`src/rtl/instr_loader.sv`:
```
// rtl/instr_loader.sv - byte-stream to instruction-memory word loader
//
// Collects a program as a stream of bytes, packs every four bytes into a
// little-endian 32-bit word and writes it into the instruction memory,
// starting at word BASE_ADDR (word 0 is reserved and never written).
//
// Ports:
//   clk        in   1   system clock, rising edge
//   reset      in   1   asynchronous active-low reset
//   start      in   1   one-cycle load request, sampled only in IDLE
//   word_count in   6   number of words to load, latched on accepted start
//   byte_valid in   1   byte_data holds a valid byte
//   byte_data  in   8   stream byte
//   byte_ready out  1   loader accepts a byte this cycle (RECV only)
//   mem_we     out  1   one-cycle write strobe (WRITE only)
//   mem_addr   out  32  word address of the write
//   mem_wdata  out  32  assembled instruction word
//   busy       out  1   high in RECV and WRITE
//   done       out  1   one-cycle pulse when a load ends
//   error      out  1   sticky: requested load larger than the memory allows

module instr_loader #(
  parameter int DEPTH     = 32,
  parameter int BASE_ADDR = 1
) (
  input  logic        clk,
  input  logic        reset,
  input  logic        start,
  input  logic [5:0]  word_count,
  input  logic        byte_valid,
  input  logic [7:0]  byte_data,
  output logic        byte_ready,
  output logic        mem_we,
  output logic [31:0] mem_addr,
  output logic [31:0] mem_wdata,
  output logic        busy,
  output logic        done,
  output logic        error
);

  localparam int MAX_WORDS = DEPTH - BASE_ADDR;

  typedef enum logic [1:0] {IDLE, RECV, WRITE, FIN} state_t;

  state_t      state, state_nxt;
  logic [5:0]  cnt;
  logic [5:0]  widx;
  logic [1:0]  bcnt;
  logic [23:0] partial;   // bytes 0..2 of the word; byte 3 goes straight out
  logic        too_big;
  logic        xfer;
  logic        last_word;

  assign too_big   = ({26'd0, word_count} > 32'(MAX_WORDS));
  assign xfer      = byte_valid && (state == RECV);
  assign last_word = ((widx + 6'd1) == cnt);

  always_ff @(posedge clk or negedge reset) begin
    if (!reset) begin
      state <= IDLE;
    end else begin
      state <= state_nxt;
    end
  end

  always_comb begin
    state_nxt  = state;
    byte_ready = 1'b0;
    mem_we     = 1'b0;
    busy       = 1'b0;
    done       = 1'b0;
    case (state)
      IDLE: begin
        if (start) begin
          if (too_big || (word_count == 6'd0)) begin
            state_nxt = FIN;
          end else begin
            state_nxt = RECV;
          end
        end
      end
      RECV: begin
        byte_ready = 1'b1;
        busy       = 1'b1;
        if (xfer && (bcnt == 2'd3)) begin
          state_nxt = WRITE;
        end
      end
      WRITE: begin
        mem_we = 1'b1;
        busy   = 1'b1;
        state_nxt = last_word ? FIN : RECV;
      end
      FIN: begin
        done      = 1'b1;
        state_nxt = IDLE;
      end
      default: state_nxt = IDLE;
    endcase
  end

  // Address and data are loaded on the 4th byte edge so they are already
  // stable when WRITE raises mem_we, and they hold until the next word.
  always_ff @(posedge clk or negedge reset) begin
    if (!reset) begin
      cnt       <= '0;
      widx      <= '0;
      bcnt      <= '0;
      partial   <= '0;
      error     <= 1'b0;
      mem_addr  <= '0;
      mem_wdata <= '0;
    end else begin
      case (state)
        IDLE: begin
          if (start) begin
            cnt   <= word_count;
            error <= too_big;
            widx  <= '0;
            bcnt  <= '0;
          end
        end
        RECV: begin
          if (xfer) begin
            bcnt <= bcnt + 2'd1;
            case (bcnt)
              2'd0: partial[7:0]   <= byte_data;
              2'd1: partial[15:8]  <= byte_data;
              2'd2: partial[23:16] <= byte_data;
              default: begin
                mem_wdata <= {byte_data, partial};
                mem_addr  <= 32'(BASE_ADDR) + {26'd0, widx};
              end
            endcase
          end
        end
        WRITE: begin
          widx <= widx + 6'd1;
          bcnt <= '0;
        end
        default: ;
      endcase
    end
  end

endmodule

```
`config.mk`:
```
export PLATFORM = sky130hd
export DESIGN_NAME = instr_loader
export DESIGN_NICKNAME = d
export VERILOG_FILES = /design/src/rtl/instr_loader.sv
export SDC_FILE = /design/constraint.sdc
export NUM_CORES = 1
export LEC_CHECK = 0
export CAP_MARGIN = 20
export CORE_ASPECT_RATIO = 0.5
export CORE_MARGIN = 2
export CORE_UTILIZATION = 30
export CTS_CLUSTER_SIZE = 24
export DETAILED_ROUTE_END_ITERATION = 7
export PLACE_DENSITY = 0.55
export SYNTH_ARGS = -nofsm -noshare
export SYNTH_HDL_FRONTEND = slang
export SYNTH_SLANG_ARGS = --single-unit
```
`constraint.sdc`:
```
create_clock -name clk -period 2.79 [get_ports clk]
set_input_delay 0.837 -clock clk [delete_from_list [all_inputs] [get_ports clk]]
set_output_delay 0.837 -clock clk [all_outputs]
set_load 0.05 [all_outputs]
```
==> flow_summary.yaml, run 1 <==
sta:
  period_needed_ps: 2580
  skew_ps: 6.72
  fmax_mhz: 388
  setup_violations: 0
  fin_crit_sh_pct: 92.4
  slew_violations: 0
  grt_setup_unrepaired: "false"
  max_slew_margin_pct: 65.0
  whs_ps: 479
  max_slew.worst_pin.slew_ps: 525
  hold_viol: 0
  tns_ps: 0
min_path:
  hp-class: "input pin to async pin"
clock_tree:
  clock_sinks: 80
  htree_levels: 3
  ctsLongestPathBuffers: 2
  cts_hold_buf: 0
  postCtsSetupBuffers: 0
  post_cts_resized: 0
  path_clk_slew_ps: 60
  cts_tree: "yes"
  cts_buffers: 9
  clock_latency_ps: 330
  clock-root-buffer: "clkbuf_16"
job:
  max-cap-violations: 0
routing:
  drt_pass1_iterations: 4
  wl_per_cell_um: 14.3
  via_count: 2151
  viasPerCell: 4.27
  drt-total-wl_mm: 7.18
  ant_nets: 0
  drt_iter0_drc: 67
  drc_errors: 0
setup_path:
  crit_buf_inv: 1
  r2r_start: "state[1]$_DFFE_PN0P_"
  crit_family: "buffers and inverters"
  end_kind: "output pin"
  required_ps: 1950
  slowest_delay_ps: 810
  r2r-end: "mem_wdata[28]$_DFFE_PN0P_"
  cp_max_fo: 4
  start_kind: "flip-flop"
  criticalPathCategory: "flip-flop to output pin"
  reg2reg_depth: 6
  crit_chain: "ha_1 -> clkdlybuf4s50_1"
  worstPathArrival_ps: 1740
  critPathSlowestCell: "clkdlybuf4s50_1"
  r2r_slack_ps: 880
grt:
  grt_max_degree: 42
  track_usage_pct: 11.5
  grt_pass1_vias: 2316
  antenna_found_initial: 0
  grt_pass1_wl_mm: 11.6
  grt_overflow: 0
floorplan:
  fp-row-count: 28
  die_area_mm2: 0.0134
  start_util_pct: 31.1
  core_mm2: 0.0119
  die_h_um: 82.7
  boundaryPins: 87
  die_w_um: 161
pwr:
  leakage_nw: 2.25
  p_seq_share_pct: 37.4
  p_sw_share_pct: 37.7
  ir_drop_v: 0.000563
  power_density_mw_per_mm2: 996
  clkPwrFrac_pct: 23.5
  switching_power_w: 0.00177
  combPwrFrac_pct: 39.1
  p_int_w: 0.00292
placement:
  post-dp-hpwl_mm: 5.22
  place.gp.congestion: 0.740
  port_buffers: 61
logic_synthesis:
  synth_most_common_cell: "dfrtp_1"
  syn_area_mm2: 0.00372
  synthArstFlopShare_pct: 100
  synth_warnings: 0
  yosysSeqAreaShare_pct: 53.8
  ys_types: 37
  synth_edf_count: 0
  synth.top_cell.area_share_pct: 53.8
  ys_seq_elements: 80
  synth.area.top_cells: "dfrtp_1 (54%), mux2_4 (12%), mux2_2 (10%)"
  synth_top_flop_cell: "dfrtp_1"
  avgSynthCellArea_um2: 13.9
  synthTopCellsByCount: "dfrtp_1 (80), mux2_2 (34), mux2_4 (29)"
  synth_top_area_cell: "dfrtp_1"
  postSynthCellCount: 267
cells_and_area:
  area_growth_pct: 26.6
  fillCellCount: 1125
  n_antenna_cell: 0
  nets: 362
  post-route-util_pct: 39.4
  drive_above_1_share_pct: 28.3
run_status:
  status: "finished, final reports clean"
-- area by class of cell --
cell class	instances	area (µm²)	share of cell area (%)
clock inverter	6	42.5	0.904
inverter	6	22.5	0.478
multi-input combinational	172	1530	32.4
tap	165	206	4.38
clock buffer	10	239	5.08
timing repair buffer	65	668	14.2
sequential	80	2000	42.5
-- cells in the final DEF (no fill, tap or decap), types with 2 or more instances in the layout --
cell type / instances
ha_1: 10
a32o_1: 3
nand2_2: 3
nand3_1: 4
and2_1: 2
a22o_1: 4
xor2_1: 4
inv_1: 6
xnor2_1: 9
mux2_2: 34
clkbuf_16: 9
conb_1: 25
o21ai_0: 9
nor3_1: 2
clkinvlp_4: 2
dfrtp_1: 80
buf_12: 3
buf_4: 5
mux2_4: 29
clkinv_2: 2
nor2_1: 5
nand2_1: 11
a21o_1: 3
clkdlybuf4s50_1: 57
-- worst max-delay path by stage --
stage,slack [ps],startpoint,end,depth (start not counted)
finish,210,state[0]$_DFFE_PN0P_,done,2
global placement,360,byte_valid,mem_wdata[2]$_DFFE_PN0P_,5
floorplan,810,state[1]$_DFFE_PN0P_,mem_addr[1]$_DFFE_PN0P_,7
global route,160,state[0]$_DFFE_PN0P_,done,2
detailed placement,330,byte_valid,mem_wdata[19]$_DFFE_PN0P_,5
CTS,180,state[0]$_DFFE_PN0P_,done,2
-- registers in the layout, indices dropped and copies added (netlist names) --
signal / count
error: 1
cnt: 6
mem_addr: 7
partial: 24
mem_wdata: 32
widx: 6
state: 2
bcnt: 2
-- worst register-to-register path, cell delays in order (launching register included) --
cell and delay [ps]:
dfrtp_1 400, inv_1 110, ha_1 240, and2_1 350, nand2_4 180, buf_12 210
mux2_4 310
-- logic make-up (layout without fill, tap and decap cells) --
kind of cell	count (synthesis)	in the layout	synth area share, %
AO/OA/AOI/OAI	25	25	4.91
XOR/XNOR	13	13	3.06
adder cells (fa/ha/maj)	10	10	3.36
buffers and inverters	39	87	7.53
flip-flops	80	80	53.8
multiplexers	63	63	22.0
other	1	25	0.101
AND/OR/NAND/NOR	36	36	5.21
-- routing by layer --
layer | global-route usage [%] | up-vias | part of all wire (%)
li1 | - | 1008 | -
met1 | 14.0 | 1069 | 47
met2 | 19.5 | 64 | 48
met3 | 3.45 | 10 | 4.3
met4 | 4.38 | 0 | 1.4
met5 | 0 | - | 0
-- per-stage QoR --
step           total power [W]  setup slack (ps)  cells  area, µm²
3_3_place_gp           0.00356               357    488       4430
3_5_place_dp           0.00362               325    488       4430
4_1_cts                0.00475               184    504       4710
2_1_floorplan          0.00312               814    291       3810
5_1_grt                0.00495               162    504       4710
6_report               0.00469               213    504       4710
-- power by group through the flow --
stage,logic (W),clock network [W],registers [W]
floorplan,0.00105,0,0.00208
global placement,0.00180,0,0.00176
detailed placement,0.00185,0,0.00178
CTS,0.00185,0.00114,0.00176
global route,0.00196,0.00118,0.00180
finish,0.00183,0.00110,0.00176
Power figures use the tool's default switching activity.
==> run 2: changes to the inputs <==
--- a/config.mk
+++ b/config.mk
@@ -9,7 +9,7 @@
 export CORE_ASPECT_RATIO = 0.5
 export CORE_MARGIN = 2
 export CORE_UTILIZATION = 30
-export CTS_CLUSTER_SIZE = 24
+export CTS_CLUSTER_SIZE = 25
 export DETAILED_ROUTE_END_ITERATION = 7
 export PLACE_DENSITY = 0.55
 export SYNTH_ARGS = -nofsm -noshare
==> results of run 2 <==
Final layout, timing and power as in run 1 (identical DEF).
==> run 3: changes to the inputs <==
--- a/config.mk
+++ b/config.mk
@@ -12,6 +12,7 @@
 export CTS_CLUSTER_SIZE = 25
 export DETAILED_ROUTE_END_ITERATION = 7
 export PLACE_DENSITY = 0.55
+export SLEW_MARGIN = 5
 export SYNTH_ARGS = -nofsm -noshare
 export SYNTH_HDL_FRONTEND = slang
 export SYNTH_SLANG_ARGS = --single-unit
==> constraint.sdc (replaced) <==
create_clock -name clk -period 2.65 [get_ports clk]
set_input_delay 0.795 -clock clk [delete_from_list [all_inputs] [get_ports clk]]
set_output_delay 0.795 -clock clk [all_outputs]
set_load 0.05 [all_outputs]
==> run 3 against run 2 <==
  * Via count is 0.65% higher
  * Largest cell class unchanged
  * Non-clock buffer count stayed put
  * Critical path type unchanged
  * Largest power group unchanged
  * Clock power is 21% higher
  * First-iteration DRC count is 79% higher
  * Critical endpoint unchanged
  * Cell count stayed put
  * Power is 8.6% higher
==> flow_summary.yaml, run 3 (synthesized netlist as in run 1, its figures left out) <==
run_status:
  status: "finished, final reports clean"
pwr:
  leakage_nw: 2.27
  clkPwrFrac_pct: 26.1
  ir_drop_v: 0.000565
  p_seq_share_pct: 36.2
  p_int_w: 0.00324
  p_sw_share_pct: 36.3
  combPwrFrac_pct: 37.8
  switching_power_w: 0.00185
  power_density_mw_per_mm2: 1070
setup_path:
  r2r-end: "mem_wdata[2]$_DFFE_PN0P_"
  required_ps: 1860
  r2r_slack_ps: 740
  crit_buf_inv: 1
  worstPathArrival_ps: 1730
  r2r_start: "state[1]$_DFFE_PN0P_"
  slowest_delay_ps: 810
  critPathSlowestCell: "clkdlybuf4s50_1"
  end_kind: "output pin"
  start_kind: "flip-flop"
  criticalPathCategory: "flip-flop to output pin"
  crit_family: "buffers and inverters"
  crit_chain: "ha_1 -> clkdlybuf4s50_1"
  reg2reg_depth: 6
  cp_max_fo: 4
routing:
  drt-total-wl_mm: 7.11
  ant_nets: 0
  wl_per_cell_um: 14.1
  via_count: 2165
  viasPerCell: 4.30
  drt_pass1_iterations: 4
  drt_iter0_drc: 120
  drc_errors: 0
clock_tree:
  htree_levels: 3
  clock_sinks: 80
  cts_tree: "yes"
  ctsLongestPathBuffers: 2
  path_clk_slew_ps: 60
  cts_buffers: 9
  postCtsSetupBuffers: 0
  clock-root-buffer: "clkbuf_16"
  post_cts_resized: 0
  cts_hold_buf: 0
  clock_latency_ps: 340
placement:
  dp_cells: 488
  port_buffers: 61
  post-dp-hpwl_mm: 5.19
  place.gp.congestion: 0.753
grt:
  grt_pass1_wl_mm: 11.5
  grt_overflow: 0
  antenna_found_initial: 0
  grt_max_degree: 45
  track_usage_pct: 11.4
  grt_pass1_vias: 2285
floorplan:
  start_util_pct: 31.1
  die_h_um: 82.7
  fp-row-count: 28
  die_w_um: 161
  core_mm2: 0.0119
  die_area_mm2: 0.0134
  boundaryPins: 87
cells_and_area:
  fin_cells: 504
  final_common_cell: "dfrtp_1"
  regMostFlops: "mem_wdata"
  largest_register_ffs: 32
  nets: 362
  drive_above_1_share_pct: 28.0
  fillCellCount: 1122
  area_growth_pct: 27.6
  final_cell_mix: "dfrtp_1 (80), clkdlybuf4s50_1 (57), mux2_2 (34), mux2_4 (29), conb_1 (25)"
  n_antenna_cell: 0
  largest_registers: "mem_wdata (32), partial (24), mem_addr (7)"
sta:
  max_slew.worst_pin.slew_ps: 514
  skew_ps: 5.69
  period_needed_ps: 2520
  grt_setup_unrepaired: "false"
  setup_violations: 0
  max_slew_margin_pct: 65.6
  fmax_mhz: 396
  fin_crit_sh_pct: 95.2
  tns_ps: 0
  whs_ps: 407
  slew_violations: 0
  hold_viol: 0
min_path:
  hp-class: "input pin to async pin"
job:
  max-cap-violations: 0
-- run 3: cell types whose count changed in the layout (fill, tap and decap cells not counted) --
cell        before  now
inv_6            1    2
clkbuf_1         0    1
bufinv_16        0    2
clkbuf_8         1    0
clkinv_2         2    1
clkinvlp_4       2    0
-- run 3: worst register-to-register path, cell delays in order (launching register included) --
cell     delay [ps]
dfrtp_1         400
inv_1           100
ha_1            240
and2_1          340
nand2_4         190
buf_12          210
mux2_4          310
-- run 3: final cells by class --
type	instances	area (µm²)	share of cell area [%]
clock inverter	6	91.3	1.92
clock buffer	10	229	4.82
inverter	6	22.5	0.474
timing repair buffer	65	668	14.1
tap	165	206	4.35
sequential	80	2000	42.2
multi-input combinational	172	1530	32.2
-- run 3: how the worst max path moves through the flow --
| stage | startpoint | depth (start not counted) | to |
|---|---|---|---|
| 2_1_floorplan | state[1]$_DFFE_PN0P_ | 7 | mem_addr[1]$_DFFE_PN0P_ |
| 3_3_place_gp | byte_valid | 5 | mem_wdata[25]$_DFFE_PN0P_ |
| 3_5_place_dp | byte_valid | 5 | mem_wdata[2]$_DFFE_PN0P_ |
| 4_1_cts | state[0]$_DFFE_PN0P_ | 2 | done |
| 5_1_grt | state[0]$_DFFE_PN0P_ | 2 | done |
| 6_report | state[0]$_DFFE_PN0P_ | 2 | done |
-- run 3: per-layer routing --
layer / part of all wire, % / track usage (%) / vias to the layer above
met5: 0 / 0 / -
li1: - / - / 1008
met4: 1.7 / 5.36 / 0
met1: 45 / 13.2 / 1088
met3: 4.3 / 4.05 / 10
met2: 49 / 19.4 / 59
-- run 3: power groups by stage --
stage	combinational (W)	clock (W)	sequential (W)
after floorplan	0.00110	0	0.00219
after global placement	0.00189	0	0.00185
after detailed placement	0.00195	0	0.00187
after CTS	0.00195	0.00138	0.00185
after global routing	0.00206	0.00142	0.00190
final	0.00192	0.00133	0.00184
-- run 3: stage by stage --
step                      cell area [µm²]  utilization, %  total power (W)  setup WS, ps
after CTS                            4750            39.7          0.00518          87.5
final                                4750            39.7          0.00509           127
after detailed placement             4430            37.1          0.00382           183
after floorplan                      3810               -          0.00329           674
after global placement               4430            37.1          0.00375           239
after global routing                 4750            39.7          0.00538          41.4
